**src/rtl/lc_bank_ctrl_if.sv**
```systemverilog
// CPU-side bus and RAM-mapping outputs of the language card bank controller.
// The CPU/decode side is the master; the controller is the slave.
interface lc_bank_ctrl_if #(
  parameter int BANK_BITS = 3,
  parameter int ADDR_W    = 18
) ();
  logic                 strobe;
  logic [15:0]          addr;
  logic                 we;
  logic [ADDR_W-1:0]    ram_addr;
  logic                 card_ram_rd;
  logic                 card_ram_we;
  logic                 bank1;
  logic [BANK_BITS-1:0] bank_sel;
  logic                 card_active;

  modport master (
    output strobe, addr, we,
    input  ram_addr, card_ram_rd, card_ram_we, bank1, bank_sel, card_active
  );

  modport slave (
    input  strobe, addr, we,
    output ram_addr, card_ram_rd, card_ram_we, bank1, bank_sel, card_active
  );
endinterface

```
**src/rtl/lc_bank_ctrl.sv**
```systemverilog
// Language Card / Saturn bank-switching controller: soft-switch decode in one
// slot page, two-read write-enable FSM, and $D000-$FFFF -> card RAM mapping.
//
// wstate   | meaning
// ---------+---------------------------------------------------------------
// WS_WP    | card RAM write-protected
// WS_ARMED | one odd-address read seen; a second one enables writes
// WS_WE    | writes to $D000-$FFFF go to card RAM
module lc_bank_ctrl #(
  parameter int              SLOT      = 1,
  parameter int              BANK_BITS = 3,
  parameter bit              SATURN    = 1'b1,
  parameter longint unsigned BASE      = 64'h10000,
  parameter int              ADDR_W    = 18
) (
  input  logic          mclk28,
  input  logic          reset_in,
  lc_bank_ctrl_if.slave bus
);

  localparam longint unsigned BANK_SPAN = 64'd1 << (BANK_BITS + 14);
  localparam longint unsigned ADDR_SPAN = 64'd1 << ADDR_W;

  if (SLOT < 0 || SLOT > 7) begin : g_bad_slot
    $error("lc_bank_ctrl: SLOT must be 0..7");
  end
  if (BANK_BITS < 1 || BANK_BITS > 4) begin : g_bad_bank_bits
    $error("lc_bank_ctrl: BANK_BITS must be 1..4");
  end
  if (ADDR_W < 1 || ADDR_W > 62 || BASE + BANK_SPAN > ADDR_SPAN) begin : g_bad_span
    $error("lc_bank_ctrl: BASE + bank span does not fit in ADDR_W bits");
  end

  typedef enum logic [1:0] {
    WS_WP    = 2'd0,
    WS_ARMED = 2'd1,
    WS_WE    = 2'd2
  } wstate_t;

  localparam logic [11:0]       PAGE   = 12'hC08 + 12'(SLOT);
  localparam logic [ADDR_W-1:0] BASE_A = ADDR_W'(BASE);

  logic                 strobe_d;
  wstate_t              wstate_q, wstate_nxt;
  logic                 read_en_q, read_en_nxt;
  logic                 bank1_q, bank1_nxt;
  logic [BANK_BITS-1:0] bank_sel_q, bank_sel_nxt;

  logic access_ev;
  logic bank_ev;
  logic mode_ev;

  // One event per strobe high period, only within our slot page.
  assign access_ev = bus.strobe & ~strobe_d & (bus.addr[15:4] == PAGE);
  assign bank_ev   = access_ev & SATURN & bus.addr[2];
  assign mode_ev   = access_ev & ~(SATURN & bus.addr[2]);

  always_ff @(posedge mclk28) begin
    strobe_d <= bus.strobe;
    if (reset_in) begin
      wstate_q   <= WS_WE;
      read_en_q  <= 1'b0;
      bank1_q    <= 1'b0;
      bank_sel_q <= '0;
    end else begin
      wstate_q   <= wstate_nxt;
      read_en_q  <= read_en_nxt;
      bank1_q    <= bank1_nxt;
      bank_sel_q <= bank_sel_nxt;
    end
  end

  always_comb begin
    wstate_nxt   = wstate_q;
    read_en_nxt  = read_en_q;
    bank1_nxt    = bank1_q;
    bank_sel_nxt = bank_sel_q;

    if (bank_ev) begin
      bank_sel_nxt = BANK_BITS'({bus.addr[3], bus.addr[1], bus.addr[0]});
    end

    if (mode_ev) begin
      bank1_nxt   = bus.addr[3];
      read_en_nxt = ~(bus.addr[0] ^ bus.addr[1]);
      if (!bus.addr[0]) begin
        wstate_nxt = WS_WP;
      end else if (!bus.we) begin
        case (wstate_q)
          WS_WP:    wstate_nxt = WS_ARMED;
          WS_ARMED: wstate_nxt = WS_WE;
          default:  wstate_nxt = WS_WE;
        endcase
      end else if (wstate_q == WS_ARMED) begin
        // A write between the two reads breaks the arming sequence.
        wstate_nxt = WS_WP;
      end
    end
  end

  logic                 card_ram_we_w;
  logic                 card_active_w;
  logic                 in_window;
  logic                 is_d_page;
  logic [13:0]          offset;
  logic [ADDR_W-1:0]    bank_base;

  assign card_ram_we_w = (wstate_q == WS_WE);
  assign card_active_w = read_en_q | card_ram_we_w;
  assign in_window     = (bus.addr[15:12] >= 4'hD);
  assign is_d_page     = (bus.addr[15:12] == 4'hD);

  // $Dxxx bank 2 lives at offset $1000, bank 1 overlays $0000 within the 16K.
  assign offset    = {bus.addr[13], bus.addr[12] & ~(bank1_q & is_d_page), bus.addr[11:0]};
  assign bank_base = ADDR_W'({bank_sel_q, 14'd0});

  assign bus.ram_addr    = (card_active_w && in_window) ? (BASE_A + bank_base + ADDR_W'(offset))
                                                        : ADDR_W'(bus.addr);
  assign bus.card_ram_rd = read_en_q;
  assign bus.card_ram_we = card_ram_we_w;
  assign bus.bank1       = bank1_q;
  assign bus.bank_sel    = bank_sel_q;
  assign bus.card_active = card_active_w;

endmodule

```
**src/flat_wrapper.sv**
```systemverilog
// flat-port wrapper written by rule: the top's interface ports become plain ports
module lc_bank_ctrl_flat 
#(
  parameter int              SLOT      = 1,
  parameter int              BANK_BITS = 3,
  parameter bit              SATURN    = 1'b1,
  parameter longint unsigned BASE      = 64'h10000,
  parameter int              ADDR_W    = 18
)
  (mclk28, reset_in, bus_strobe, bus_addr, bus_we, bus_ram_addr, bus_card_ram_rd, bus_card_ram_we, bus_bank1, bus_bank_sel, bus_card_active);
  lc_bank_ctrl_if #(.BANK_BITS(BANK_BITS), .ADDR_W(ADDR_W)) bus_i ();
  input  logic mclk28;
  input  logic reset_in;
  input wire logic [$bits(bus_i.strobe)-1:0] bus_strobe;
  input wire logic [$bits(bus_i.addr)-1:0] bus_addr;
  input wire logic [$bits(bus_i.we)-1:0] bus_we;
  output wire logic [$bits(bus_i.ram_addr)-1:0] bus_ram_addr;
  output wire logic [$bits(bus_i.card_ram_rd)-1:0] bus_card_ram_rd;
  output wire logic [$bits(bus_i.card_ram_we)-1:0] bus_card_ram_we;
  output wire logic [$bits(bus_i.bank1)-1:0] bus_bank1;
  output wire logic [$bits(bus_i.bank_sel)-1:0] bus_bank_sel;
  output wire logic [$bits(bus_i.card_active)-1:0] bus_card_active;
  assign bus_i.strobe = bus_strobe;
  assign bus_i.addr = bus_addr;
  assign bus_i.we = bus_we;
  assign bus_ram_addr = bus_i.ram_addr;
  assign bus_card_ram_rd = bus_i.card_ram_rd;
  assign bus_card_ram_we = bus_i.card_ram_we;
  assign bus_bank1 = bus_i.bank1;
  assign bus_bank_sel = bus_i.bank_sel;
  assign bus_card_active = bus_i.card_active;
  lc_bank_ctrl #(.SLOT(SLOT), .BANK_BITS(BANK_BITS), .SATURN(SATURN), .BASE(BASE), .ADDR_W(ADDR_W)) u_core (.mclk28(mclk28), .reset_in(reset_in), .bus(bus_i));
endmodule
```
**config.mk**
```make
export PLATFORM = sky130hd
export DESIGN_NAME = lc_bank_ctrl_flat
export DESIGN_NICKNAME = d
export VERILOG_FILES = /design/src/rtl/lc_bank_ctrl_if.sv /design/src/rtl/lc_bank_ctrl.sv /design/src/flat_wrapper.sv
export SDC_FILE = /design/constraint.sdc
export NUM_CORES = 1
export LEC_CHECK = 0
export ABC_AREA = 0
export CAP_MARGIN = 20
export CORE_MARGIN = 4
export CORE_UTILIZATION = 30
export CTS_CLUSTER_DIAMETER = 150
export DETAILED_ROUTE_END_ITERATION = 8
export HOLD_SLACK_MARGIN = 0.02
export MAX_ROUTING_LAYER = met4
export PLACE_DENSITY = 0.87
export SLEW_MARGIN = 10
export SYNTH_ARGS = -nofsm -noshare
export SYNTH_HDL_FRONTEND = slang
export SYNTH_SLANG_ARGS = --single-unit
```
**constraint.sdc**
```tcl
create_clock -name mclk28 -period 2.99 [get_ports mclk28]
set_input_delay 0.4485 -clock mclk28 [delete_from_list [all_inputs] [get_ports mclk28]]
set_output_delay 0.4485 -clock mclk28 [all_outputs]
set_load 0.1 [all_outputs]
```
==> summary.txt <==
Sum Neg Setup Slack = 0 ns
Top Layer Used = met4
Max Fclk = 0.4087 GHz
Nets = 117
first-pass GRT wire length = 2346 um
clk sinks = 8
YS warnings = 0
synthesized instance count = 60
Worst-Margin Slew = 0.3095 ns
die area = 0.002450 mm^2
DR pass1 iterations = 4
startpoint types = input pin
Slew headroom = 79.32%
final wirelength = 1492 um
Total Power = 0.3494 mW
DRC Markers = 0
outcome = complete, no violations
Netlist cell types = 26
antenna violation net count after detailed routing = 0
Final WS setup = 0.5429 ns
Worst Path Required = 3.17 ns
crit-path max FO = 4
Placer Congestion = 0.7595
Final setup viols = 0
share of layout cells above drive strength 1 = 34.74%
MaxCap Viol Count = 0
Slew Viols, Final = 0
Fin Clk Skew = 0.0007169 ns
Worst Hold Class = reg -> reg
part of the cycle the worst path needs = 81.84%
CTS tree = done
RSZ-0062 raised after global routing = no
slack of the worst reg-to-reg path = 0.99 ns
flops & latches, synth = 8
Filler cells = 135
P per Cell Area = 387.3 mW/mm^2
Setup Buffers After CTS = 0
DP Area = 879.6 um^2
number of antenna diodes = 0
grt total ovfl = 0
met2 WL post-DR = 666 um
Cell Area, Synth = 516.7 um^2
VDD IR-drop max = 0.0002489 V
Tot GR Track Use = 12.79%
clk_lat worst skew = 0.25 ns
Num CTS Buffers = 3
Die Wd = 49.50 um
post-synth net total = 80
Root Driver = clkbuf_4
fin crit period = 2.447 ns
CTS Buffer Depth = 2
Core Region = 0.001559 mm^2
CTS Hold Bufs = 0
IO Count = 45
vias per cell = 5.072
largest net degree at the start of global routing = 8
via count = 563
Initial Utilization = 33.15%
DR iter-0 viols = 3
PostCTS Resize Cnt = 0
critical path endpoint category = register
LEAKAGE = 0.3869 nW
WS Path Type = in -> reg
Post-Place Worst Slack = 0.2957 ns
Final Util = 57.87%
crit path DAT = 2.63 ns
drt wl/cell = 13.44 um
final instance area = 902.1 um^2
Rows = 14
DPL Wire Length = 1277 um
Die H = 49.50 um
M1 wire length = 570 um
Area Overhead vs Synth = 74.58%
Clk pin slew, worst setup/hold paths = 0.05 ns
Hold Vio Cnt, Final = 0
met3 wire len = 228 um
initial antenna violation count = 0
Syn Area/Cell = 8.612 um^2
IO buf count = 44
vias in the first global route = 527
H-Tree Depth = 1
sequential fraction of the synthesis area = 30.99%
[final timing paths]
| path | from | endpoint | cells past startpoint |
|---|---|---|---|
| max reg2reg | u_core.strobe_d | u_core.wstate_q[0] | 4 |
| min reg2reg | u_core.wstate_q[0] | u_core.wstate_q[0] | 2 |
| max | bus_addr[13] | u_core.wstate_q[0] | 5 |
| min | u_core.wstate_q[0] | u_core.wstate_q[0] | 2 |
[power by group]
part | internal [mW] | switching, mW | total [mW] | leakage [nW]
clock | 0.0457 | 0.0335 | 0.0792 | 0.0138
sequential | 0.107 | 0.000166 | 0.108 | 0.0648
combinational | 0.0496 | 0.113 | 0.163 | 0.308
[layer usage]
metal  vias to the layer above  track usage, %
met5                         -               -
met2                        37           20.54
met1                       250           13.08
met4                         0           6.912
li1                        272               -
met3                         4           5.723
[cell usage in the layout, fill, tap and decap left out, drive strengths merged]
master and count:
buf 27, clkdlybuf4s50 19, dfxtp 8, nor2 7, mux2i 5, clkbuf 3
or4 3, o21a 2, inv 2, nand2 2, a21oi 2, nor2b 1
o211ai 1, o21bai 1, o31a 1, or2 1, or4bb 1, or4b 1
nand3 1, nor4 1, nand3b 1, xnor2 1, o311ai 1, and3 1
o21ai 1, nand2b 1
[worst max-delay path, cell delays in order]
cell,delay [ns]
clkdlybuf4s50_1,0.46
or4b_1,0.58
or4_1,0.51
or4_1,0.49
a21oi_1,0.14
[cell type report]
type	count	area (um^2)	area share, %
clock buffers	3	22.52	2.497
well taps	16	20.02	2.219
inverters	2	7.507	0.8322
flip-flops and latches	8	160.2	17.75
repair buffers	46	442.9	49.10
multi-input cells	36	249.0	27.60
[Yosys cell counts]
cell       n  share of area [%]
buf_4     13                 19
dfxtp_1    8                 31
nor2_1     7                5.1
mux2i_1    5                9.7
a21oi_1    2                1.9
inv_1      2                1.5
nand2_1    2                1.5
o21a_1     2                2.9
or4_1      2                2.9
and3_1     1                1.2
buf_2      1               0.97
nand2b_1   1                1.2
nand3_1    1               0.97
nand3b_1   1                1.5
nor2b_1    1                1.2
nor4_1     1                1.2
o211ai_1   1                1.5
o21ai_0    1               0.97
o21bai_1   1                1.5
o311ai_1   1                1.7
o31a_1     1                1.7
or2_2      1                1.2
or4_4      1                2.2
or4b_1     1                1.9
or4bb_1    1                2.2
xnor2_1    1                1.7
[logic make-up after synthesis]
logic type      after synthesis  share of synthesized area, %
simple gates                 21                         24.22
buf+inv                      16                         21.31
compound gates                9                         12.11
flops                         8                         30.99
mux                           5                         9.686
xor+xnor                      1                         1.695
[flip-flops by register name (all words and copies together), names as in the netlist]
name,count
u_core.bus.bank1,1
u_core.bus.bank_sel,3
u_core.bus.card_ram_rd,1
u_core.strobe_d,1
u_core.wstate_q,2
[metrics by stage]
stage | hold slack [ns] | instances
floorplan | 0.4735 | 60
global placement | 0.4940 | 108
detailed placement | 0.5109 | 108
CTS | 0.5223 | 111
global route | 0.5531 | 111
finish | 0.5240 | 111
(Power assumes the default switching activity.)
